$ cat src/rtl/i2c_pkg.sv
// Shared I2C definitions: FSM state encoding, bit-counter phases and address helpers.
// Used by both the I2C target and the existing I2C master.
package i2c_pkg;

  typedef enum logic [3:0] {
    ST_IDLE,
    ST_ADDR,
    ST_ADDR_ACK,
    ST_PTR,
    ST_PTR_ACK,
    ST_WDATA,
    ST_WDATA_ACK,
    ST_RDATA,
    ST_RMACK,
    ST_WAIT
  } i2c_state_e;

  localparam logic [6:0] NACK_GENERAL_CALL = 7'h00;

  // Bit counter value 8 means "byte complete, ACK not yet driven"; 9 means "ACK on the bus".
  localparam logic [3:0] BIT_CNT_BYTE = 4'd8;
  localparam logic [3:0] BIT_CNT_ACK  = 4'd9;

  function automatic logic addr_match(input logic [6:0] addr, input logic [6:0] dev);
    return (addr == dev) && (addr != NACK_GENERAL_CALL);
  endfunction

endpackage

$ cat src/rtl/i2c_sync_edge.sv
// Synchronizes SCL/SDA into the Clk domain and produces single-cycle SCL edge
// and START/STOP events. All flops preset to 1 so reset looks like an idle bus.
module i2c_sync_edge #(
  parameter int SyncStages = 2
) (
  input  logic clk,
  input  logic rst_n,
  input  logic scl_in,
  input  logic sda_in,
  output logic sda_s,
  output logic scl_rise,
  output logic scl_fall,
  output logic start_det,
  output logic stop_det
);

  logic [SyncStages-1:0] scl_sync_q, scl_sync_d;
  logic [SyncStages-1:0] sda_sync_q, sda_sync_d;
  logic                  scl_prev_q, scl_prev_d;
  logic                  sda_prev_q, sda_prev_d;
  logic                  scl_s;

  always_comb begin
    scl_sync_d    = scl_sync_q;
    sda_sync_d    = sda_sync_q;
    scl_sync_d[0] = scl_in;
    sda_sync_d[0] = sda_in;
    for (int i = 1; i < SyncStages; i++) begin
      scl_sync_d[i] = scl_sync_q[i-1];
      sda_sync_d[i] = sda_sync_q[i-1];
    end
    scl_s      = scl_sync_q[SyncStages-1];
    sda_s      = sda_sync_q[SyncStages-1];
    scl_prev_d = scl_s;
    sda_prev_d = sda_s;
    scl_rise   = scl_s && !scl_prev_q;
    scl_fall   = !scl_s && scl_prev_q;
    // SDA may only change with SCL high (both samples) for a bus condition.
    start_det  = scl_s && scl_prev_q && sda_prev_q && !sda_s;
    stop_det   = scl_s && scl_prev_q && !sda_prev_q && sda_s;
  end

  always_ff @(posedge clk or negedge rst_n) begin
    if (!rst_n) begin
      scl_sync_q <= '1;
      sda_sync_q <= '1;
      scl_prev_q <= 1'b1;
      sda_prev_q <= 1'b1;
    end else begin
      scl_sync_q <= scl_sync_d;
      sda_sync_q <= sda_sync_d;
      scl_prev_q <= scl_prev_d;
      sda_prev_q <= sda_prev_d;
    end
  end

endmodule

$ cat src/rtl/i2c_target.sv
// I2C target exposing a byte-addressed register port: first write byte sets the
// pointer, further bytes write/read with auto-increment.
module i2c_target
  import i2c_pkg::*;
#(
  parameter logic [6:0] DevAddr    = 7'h42,
  parameter int         SyncStages = 2
) (
  input  logic       Clk,
  input  logic       ResetN,
  input  logic       SclIn,
  input  logic       SdaIn,
  output logic       SdaOe,
  output logic [7:0] RegAddr,
  output logic [7:0] RegWrData,
  output logic       RegWr,
  output logic       RegRd,
  input  logic [7:0] RegRdData,
  output logic       Busy
);

  i2c_state_e state_q, state_d;
  logic [3:0] bit_cnt_q, bit_cnt_d;
  logic [7:0] shift_q, shift_d;
  logic [7:0] reg_addr_q, reg_addr_d;
  logic [7:0] reg_wr_data_q, reg_wr_data_d;
  logic       sda_oe_q, sda_oe_d;
  logic       reg_wr_q, reg_wr_d;
  logic       reg_rd_q, reg_rd_d;
  logic       busy_q, busy_d;
  logic       rw_q, rw_d;
  logic [7:0] shift_in;
  logic       sda_s, scl_rise, scl_fall, start_det, stop_det;

  i2c_sync_edge #(
    .SyncStages(SyncStages)
  ) u_sync_edge (
    .clk      (Clk),
    .rst_n    (ResetN),
    .scl_in   (SclIn),
    .sda_in   (SdaIn),
    .sda_s    (sda_s),
    .scl_rise (scl_rise),
    .scl_fall (scl_fall),
    .start_det(start_det),
    .stop_det (stop_det)
  );

  always_comb begin
    state_d       = state_q;
    bit_cnt_d     = bit_cnt_q;
    shift_d       = shift_q;
    reg_addr_d    = reg_addr_q;
    reg_wr_data_d = reg_wr_data_q;
    sda_oe_d      = sda_oe_q;
    reg_wr_d      = 1'b0;
    reg_rd_d      = 1'b0;
    busy_d        = busy_q;
    rw_d          = rw_q;
    shift_in      = {shift_q[6:0], sda_s};

    if (reg_wr_q) begin
      reg_addr_d = reg_addr_q + 8'd1;
    end
    // Read data arrives the cycle after the strobe; put bit 7 on the bus right away.
    if (reg_rd_q && state_q == ST_RDATA) begin
      shift_d  = RegRdData;
      sda_oe_d = ~RegRdData[7];
    end

    case (state_q)
      ST_ADDR: begin
        if (scl_rise) begin
          shift_d   = shift_in;
          bit_cnt_d = bit_cnt_q + 4'd1;
          if (bit_cnt_q == 4'd7) begin
            if (addr_match(shift_in[7:1], DevAddr)) begin
              state_d = ST_ADDR_ACK;
              rw_d    = shift_in[0];
              busy_d  = 1'b1;
            end else begin
              state_d = ST_WAIT;
              busy_d  = 1'b0;
            end
          end
        end
      end
      ST_PTR: begin
        if (scl_rise) begin
          shift_d   = shift_in;
          bit_cnt_d = bit_cnt_q + 4'd1;
          if (bit_cnt_q == 4'd7) begin
            reg_addr_d = shift_in;
            state_d    = ST_PTR_ACK;
          end
        end
      end
      ST_WDATA: begin
        if (scl_rise) begin
          shift_d   = shift_in;
          bit_cnt_d = bit_cnt_q + 4'd1;
          if (bit_cnt_q == 4'd7) begin
            reg_wr_d      = 1'b1;
            reg_wr_data_d = shift_in;
            state_d       = ST_WDATA_ACK;
          end
        end
      end
      ST_ADDR_ACK, ST_PTR_ACK, ST_WDATA_ACK: begin
        if (scl_fall) begin
          if (bit_cnt_q == BIT_CNT_BYTE) begin
            sda_oe_d  = 1'b1;
            bit_cnt_d = BIT_CNT_ACK;
          end else if (bit_cnt_q == BIT_CNT_ACK) begin
            sda_oe_d  = 1'b0;
            bit_cnt_d = '0;
            if (state_q == ST_ADDR_ACK && rw_q) begin
              state_d  = ST_RDATA;
              reg_rd_d = 1'b1;
            end else if (state_q == ST_ADDR_ACK) begin
              state_d = ST_PTR;
            end else begin
              state_d = ST_WDATA;
            end
          end
        end
      end
      ST_RDATA: begin
        if (scl_rise && bit_cnt_q != BIT_CNT_BYTE) begin
          bit_cnt_d = bit_cnt_q + 4'd1;
        end
        // Rotate rather than shift so the whole byte stays resident in the register.
        if (scl_fall) begin
          if (bit_cnt_q == BIT_CNT_BYTE) begin
            state_d   = ST_RMACK;
            sda_oe_d  = 1'b0;
            bit_cnt_d = '0;
          end else begin
            shift_d  = {shift_q[6:0], shift_q[7]};
            sda_oe_d = ~shift_q[6];
          end
        end
      end
      ST_RMACK: begin
        if (scl_rise && bit_cnt_q == 4'd0) begin
          if (!sda_s) begin
            reg_addr_d = reg_addr_q + 8'd1;
            bit_cnt_d  = 4'd1;
          end else begin
            state_d = ST_WAIT;
          end
        end else if (scl_fall && bit_cnt_q == 4'd1) begin
          reg_rd_d  = 1'b1;
          state_d   = ST_RDATA;
          bit_cnt_d = '0;
        end
      end
      default: ;
    endcase

    // Bus conditions override any bit event seen in the same cycle.
    if (start_det) begin
      state_d   = ST_ADDR;
      bit_cnt_d = '0;
      sda_oe_d  = 1'b0;
      reg_wr_d  = 1'b0;
      reg_rd_d  = 1'b0;
    end else if (stop_det) begin
      state_d   = ST_IDLE;
      bit_cnt_d = '0;
      sda_oe_d  = 1'b0;
      busy_d    = 1'b0;
      reg_wr_d  = 1'b0;
      reg_rd_d  = 1'b0;
    end
  end

  always_ff @(posedge Clk or negedge ResetN) begin
    if (!ResetN) begin
      state_q       <= ST_IDLE;
      bit_cnt_q     <= '0;
      shift_q       <= '0;
      reg_addr_q    <= '0;
      reg_wr_data_q <= '0;
      sda_oe_q      <= 1'b0;
      reg_wr_q      <= 1'b0;
      reg_rd_q      <= 1'b0;
      busy_q        <= 1'b0;
      rw_q          <= 1'b0;
    end else begin
      state_q       <= state_d;
      bit_cnt_q     <= bit_cnt_d;
      shift_q       <= shift_d;
      reg_addr_q    <= reg_addr_d;
      reg_wr_data_q <= reg_wr_data_d;
      sda_oe_q      <= sda_oe_d;
      reg_wr_q      <= reg_wr_d;
      reg_rd_q      <= reg_rd_d;
      busy_q        <= busy_d;
      rw_q          <= rw_d;
    end
  end

  assign SdaOe     = sda_oe_q;
  assign RegAddr   = reg_addr_q;
  assign RegWrData = reg_wr_data_q;
  assign RegWr     = reg_wr_q;
  assign RegRd     = reg_rd_q;
  assign Busy      = busy_q;

endmodule

$ cat config.mk
export PLATFORM = sky130hd
export DESIGN_NAME = i2c_target
export DESIGN_NICKNAME = d
export VERILOG_FILES = /design/src/rtl/i2c_pkg.sv /design/src/rtl/i2c_sync_edge.sv /design/src/rtl/i2c_target.sv
export SDC_FILE = /design/constraint.sdc
export NUM_CORES = 1
export LEC_CHECK = 0
export BUFFER_PORTS_ARGS = -buffer_cell sky130_fd_sc_hd__clkbuf_2
export CAP_MARGIN = 25
export CORE_MARGIN = 10
export CORE_UTILIZATION = 45
export DETAILED_ROUTE_END_ITERATION = 8
export PLACE_DENSITY = 0.7
export SLEW_MARGIN = 20
export SYNTH_ARGS = -nofsm -noshare
export SYNTH_HDL_FRONTEND = slang
export SYNTH_HIERARCHICAL = 1
export SYNTH_SLANG_ARGS = --single-unit
export TNS_END_PERCENT = 1
$ cat constraint.sdc
create_clock -name Clk -period 3 [get_ports Clk]
set_input_delay 0.3 -clock Clk [delete_from_list [all_inputs] [get_ports Clk]]
set_output_delay 0.3 -clock Clk [all_outputs]
set_load 0.05 [all_outputs]
=== Yosys cells after proc, flatten, opt, wreduce, memory -nomap -nowiden ===
Cells that the tools add are included.

* $add $sub $neg: 2
* Eq/ne operators: 30
* Muxes and demuxes: 73
* Bitwise logic cells: 2
* Reduce and logical (&&, ||, !) cells: 27

{| class="wikitable"
|+ Operator list
! kind !! count
|-
| two-way mux 4 bit || 29
|-
| two-way mux 8 bit || 9
|-
| inequality test 4 bit, second input constant || 11
|-
| case mux 8 bit (2 select lines) || 2
|-
| two-way mux 1 bit || 27
|-
| case mux 4 bit (6 select lines) || 1
|-
| == test 4 x 3 -> 1 bit, second input constant || 5
|-
| case mux 4 bit (4 select lines) || 1
|-
| inequality test 5 bit, second input constant || 3
|-
| AND reduction 14 bit || 1
|-
| logical AND 1 bit || 13
|-
| == test 4 bit, second input constant || 3
|-
| adder 8 x 1 -> 8 bit, second input constant || 1
|-
| == test 4 x 1 -> 1 bit, second input constant || 2
|-
| == test 4 x 2 -> 1 bit, second input constant || 2
|-
| nonzero test 8 bit || 1
|-
| == test 7 bit, second input constant || 1
|-
| nonzero test 7 bit || 1
|-
| two-way mux 3 bit || 2
|-
| AND reduction 6 bit || 1
|-
| nonzero test 6 bit || 1
|-
| OR reduction 3 bit || 2
|-
| inequality test 5 x 4 -> 1 bit, second input constant || 1
|-
| adder 4 x 1 -> 4 bit, second input constant || 1
|-
| 8 further kinds || 13
|}

* Register bits: 43
* Bits of input ports: 12
* Output and inout port bits: 20
* Logic and storage cells: 148

=== Longest topological paths before layout ===
* Word-level depth: 9
* Depth in mapped cells: 8
* Mapped depth without buffers: 7

=== Hierarchy ===
The synthesis kept the hierarchy.

{| class="wikitable"
|+ Modules (own cells, without submodules)
! module !! instances !! cells each !! area each (um^2)
|-
| i2c_target || 1 || 269 || 2488.6
|-
| i2c_sync_edge || 1 || 10 || 192.7
|}

=== Least setup slack after synthesis ===
No wires, ideal clock.

* Path type: reg-to-reg
* Start point: register u_sync_edge.scl_sync_q[1]
* End point: register bit_cnt_q[2]
* Library setup time: 74 ps
* Data arrival time: 2125 ps
* Required time: 2926 ps
* Setup slack: 800 ps
* Stages on the path, launching flop included: 7
* Period minus slack after synthesis: 2200 ps
* Path through: dfstp_2 > nor2b_1 > and4bb_2 > nor3_2 > a2111o_1 > a2111o_1 > o21ai_2

* Word-level cells in the longest chain between the ends: 8

{| class="wikitable"
|+ Ends and longest elaborated chain
! element !! RTL line !! text
|-
| start: declaration || i2c_sync_edge.sv:17 || <nowiki>logic [SyncStages-1:0] scl_sync_q, scl_sync_d;</nowiki>
|-
| start signal: assignment || i2c_sync_edge.sv:50 || <nowiki>scl_sync_q <= scl_sync_d;</nowiki>
|-
| logical AND 1 bit * || i2c_sync_edge.sv:36 || <nowiki>scl_rise = scl_s && !scl_prev_q;</nowiki>
|-
| via scl_rise || i2c_target.sv:33 || <nowiki>logic sda_s, scl_rise, scl_fall, start_det, stop_det;</nowiki>
|-
| logical AND 1 bit || i2c_target.sv:129 || <nowiki>if (scl_rise && bit_cnt_q != BIT_CNT_BYTE) begin</nowiki>
|-
| two-way mux 4 bit || i2c_target.sv:129 ||
|-
| two-way mux 4 bit || i2c_target.sv:134 || <nowiki>if (bit_cnt_q == BIT_CNT_BYTE) begin</nowiki>
|-
| two-way mux 4 bit || i2c_target.sv:133 || <nowiki>if (scl_fall) begin</nowiki>
|-
| case mux 4 bit (4 select lines) || i2c_target.sv:71 || <nowiki>case (state_q)</nowiki>
|-
| two-way mux 4 bit || i2c_target.sv:168 || <nowiki>end else if (stop_det) begin</nowiki>
|-
| two-way mux 4 bit || i2c_target.sv:162 || <nowiki>if (start_det) begin</nowiki>
|-
| end signal: assignment || i2c_target.sv:192 || <nowiki>bit_cnt_q <= bit_cnt_d;</nowiki>
|-
| end: declaration || i2c_target.sv:23 || <nowiki>logic [3:0] bit_cnt_q, bit_cnt_d;</nowiki>
|}

The timed path passes the listed nets; every way through them passes the cells marked *.
A chain may end at the register's enable or synchronous reset.

=== Worst setup path in the final report ===
* Start point: register u_sync_edge.scl_sync_q[1]
* End point: register reg_addr_q[6], in the netlist RegAddr[6]

* Word-level cells in the longest chain between the ends: 4

{| class="wikitable"
|+ Ends and longest elaborated chain
! element !! RTL line !! text
|-
| logical AND 1 bit * || i2c_sync_edge.sv:36 ||
|-
| via scl_rise || i2c_target.sv:33 ||
|-
| logical AND 1 bit || i2c_target.sv:145 || <nowiki>if (scl_rise && bit_cnt_q == 4'd0) begin</nowiki>
|-
| two-way mux 8 bit || i2c_target.sv:145 ||
|-
| case mux 8 bit (2 select lines) * || i2c_target.sv:71 ||
|-
| via reg_addr_d[6] || i2c_target.sv:25 || <nowiki>logic [7:0] reg_addr_q, reg_addr_d;</nowiki>
|-
| end signal: assignment || i2c_target.sv:194 || <nowiki>reg_addr_q <= reg_addr_d;</nowiki>
|-
| end: declaration || i2c_target.sv:25 ||
|}

Marked as above.

==> run summary <==
Die Y -> 97.19 um
Delay of the slowest cell on the worst path -> 0.56 ns
Max_cap viols -> 0
Routed vias/inst -> 6.065
Final setup fails -> 0
# hold bufs at CTS -> 0
Least-Margin Pin Slew -> 0.6562 ns
Share of the synthesized area in the top cell type -> 0.3453
FP Rows -> 28
Max Used Layer -> met4
Yosys Warn Count -> 6
First-pass DRT Iterations -> 4
Netlist Area Pre-Place -> 2681 um2
Pwr dens -> 791.2 nW/um2
Synth-to-layout area growth -> 12.18%
Buf/Inv on CP -> 0
Cells after Synth -> 279
WP data arrival -> 2.75 ns
Skew-Pair Late Insertion Delay -> 0.30 ns
Vias -> 2347
Seq/Total Area, Yosys -> 0.4041
Gr ovfl total -> 0
Drt initial violations -> 201
Initial antenna violation count -> 0
Fin. Hold Viols -> 0
Final Cycle Share -> 0.8546
Die area -> 9446 um2
Clock Pin Slew Worst Setup and Hold Paths -> 0.08 ns
Skew final -> 0.009503 ns
EDFF count, synth -> 0
Max Clock Freq -> 390.0 MHz
Core area -> 5851 um2
Pins Over Slew Limit -> 0
Clock net sink count -> 43
CP max-delay cell -> dfstp_2
CTS tree -> done
Top Family by Delay on Critical Path -> compound AO/OA/AOI/OAI gates
CTS H-tree lvls -> 2
First-pass GRT wire length -> 11.39 mm
Worst-path cell chain -> nor2b_1 -> nand4b_1 -> o32ai_1 -> a31oi_1 -> a21o_1 -> a221o_1
Diode count -> 0
DR WL met2 -> 3.091 mm
GRT Util Overall -> 0.1425
CP Capture Type -> register
Worst EP required -> 3.19 ns
Final #Nets -> 327
Die X -> 97.19 um
Syn Area/Cell -> 9.610 um2
Clk root buf -> clkbuf_8
Rel. slew slack -> 0.5616
Dpl hpwl -> 5.091 mm
Ratio of cells with drive above 1 in the final layout -> 0.2468
Largest cells by area after synthesis -> dfrtp_1 35%, dfstp_2 5.9%, mux2i_1 4.1%, nand2_1 3.5%, o21ai_0 3.2%
I/O Buffers -> 31
Vias in the first global route -> 2251
Shortest period the worst path allows -> 2.564 ns
Largest net degree at the start of global routing -> 27
Cell leakage power -> 1.339 nW
Post-synth top flop -> dfrtp_1
Finished Core Util -> 0.5141
Status -> completed
Clock Path Buffers -> 2
Routed length on met3 -> 396 um
CTS Buf Count -> 5
IO Count -> 32
Metal-1 WL -> 3.153 mm
Dominant cell type by area after synthesis -> dfrtp_1
Setup_tns -> 0 ns
Inst Count DP -> 379
Routed WL -> 6.732 mm
Hold WC Path Type -> in -> async
Setup Buffers After CTS -> 0
Post-route ant nets -> 0
Gates resized, CTS repair -> 0
Crit Path Category -> reg -> reg
Initial Utilization -> 0.4583
Async S/R FF share, synth -> 1.000
# DRC -> 0
Synthesis-stage register bit count -> 43
Placed Area -> 2923 um2
Post-synth cell types -> 63
Max FO, Critical Path -> 8
RSZ-0062 raised after global routing -> false
Max VDD drop -> 0.0003506 V
Placer congestion estimate -> 0.9758
Mapped Nets -> 295
Per-cell routed wire length -> 17.40 um
Count of non-filler cells in the finished layout -> 387
Worst setup SP type -> register
Design area -> 3008 um2
[final timing paths]
check | start | to | slack, ns | depth (start not counted)
min in group Clk | SdaIn | u_sync_edge/sda_sync_q[0]$_DFF_PN1_ | 0.08 | 1
hold reg to reg | u_sync_edge/sda_sync_q[0]$_DFF_PN1_ | u_sync_edge/sda_sync_q[1]$_DFF_PN1_ | 0.35 | 0
max in group asynchronous | ResetN | RegWrData[6]$_DFFE_PN0P_ | 2.31 | 2
setup / recovery | u_sync_edge/scl_sync_q[1]$_DFF_PN1_ | RegAddr[6]$_DFF_PN0_ | 0.44 | 6
hold / removal | ResetN | RegAddr[1]$_DFF_PN0_ | 0.008 | 1
setup reg to reg | u_sync_edge/scl_sync_q[1]$_DFF_PN1_ | RegAddr[6]$_DFF_PN0_ | 0.44 | 6
[area by class of cell]
type	count	area, um2
Clock inverter	2	12.51
Sequential cell	43	1084
Fill cell	560	2843
Inverter	11	41.29
Multi-Input combinational cell	210	1481
Timing Repair Buffer	40	222.7
Tap cell	75	93.84
Clock buffer	6	72.57
[worst reg2reg max path, cell delays in order (launching register included)]
cell and delay (ns):
dfstp_2 0.56, nor2b_1 0.45, nand4b_1 0.37, o32ai_1 0.39, a31oi_1 0.22, a21o_1 0.19, a221o_1 0.29
[cells in the mapped netlist (4+ instances only)]
cell type  number
a211oi_1        4
a21oi_1        12
a31oi_1         8
clkbuf_1       10
dfrtp_1        37
dfstp_2         6
ha_1            4
inv_1          11
mux2_2          7
mux2i_1        11
nand2_1        25
nand2b_1        4
nand3_1         7
nor2_1         17
nor2b_1         5
nor3_1          8
nor3b_1         4
o21ai_0        17
or2_2           5
[layer usage]
layer,vias up,track usage
met4,0,0.06243
met3,10,0.02418
li1,1117,-
met1,1157,0.1973
met5,-,0
met2,63,0.2104
[where the power goes]
| group | switching [mW] | internal [mW] |
|---|---|---|
| Sequential | 0.246 | 0.698 |
| Combinational | 0.605 | 0.471 |
| Clock | 0.197 | 0.163 |
| Total | 1.05 | 1.33 |
[layout by cell type (no fill, tap or decap), drive strengths merged, types with 4 or more instances in the layout]
cell / count
dfrtp: 37
mux2i: 11
dfstp: 6
a31oi: 8
o21ai: 21
nor3b: 4
nand2b: 4
nand2: 25
nand3: 7
inv: 11
or2: 6
nor2b: 5
nor2: 17
clkbuf: 37
nor3: 9
ha: 4
buf: 9
a21oi: 12
a211oi: 5
mux2: 7
[sequential cells by signal, summed over array words and instances, names as in the netlist]
register,flops
SdaOe,1
u_sync_edge/sda_prev_q,1
RegRd,1
rw_q,1
state_q,4
RegWr,1
RegWrData,8
Busy,1
bit_cnt_q,4
shift_q,8
u_sync_edge/scl_prev_q,1
RegAddr,8
u_sync_edge/scl_sync_q,2
u_sync_edge/sda_sync_q,2
[per-stage QoR]
stage / setup WS (ns) / power, mW / hold slack [ns]
global placement: 0.5473 / 1.991 / 0.3463
floorplan: 0.8004 / 1.759 / 0.004409
finish: 0.4361 / 2.380 / 0.008123
detailed placement: 0.4565 / 2.005 / 0.3491
CTS: 0.4566 / 2.368 / 0.03725
global route: 0.2200 / 2.546 / 0.05395
[cells by family after synthesis]
kind of cell,synth area share
multiplexers,0.07047
flip-flops,0.4041
XOR/XNOR,0.009801
adder cells (fa/ha/maj),0.01867
AO/OA/AOI/OAI,0.2352
buffers and inverters,0.04340
AND/OR/NAND/NOR,0.2184
Note: power is estimated with default switching activity, not from simulation.
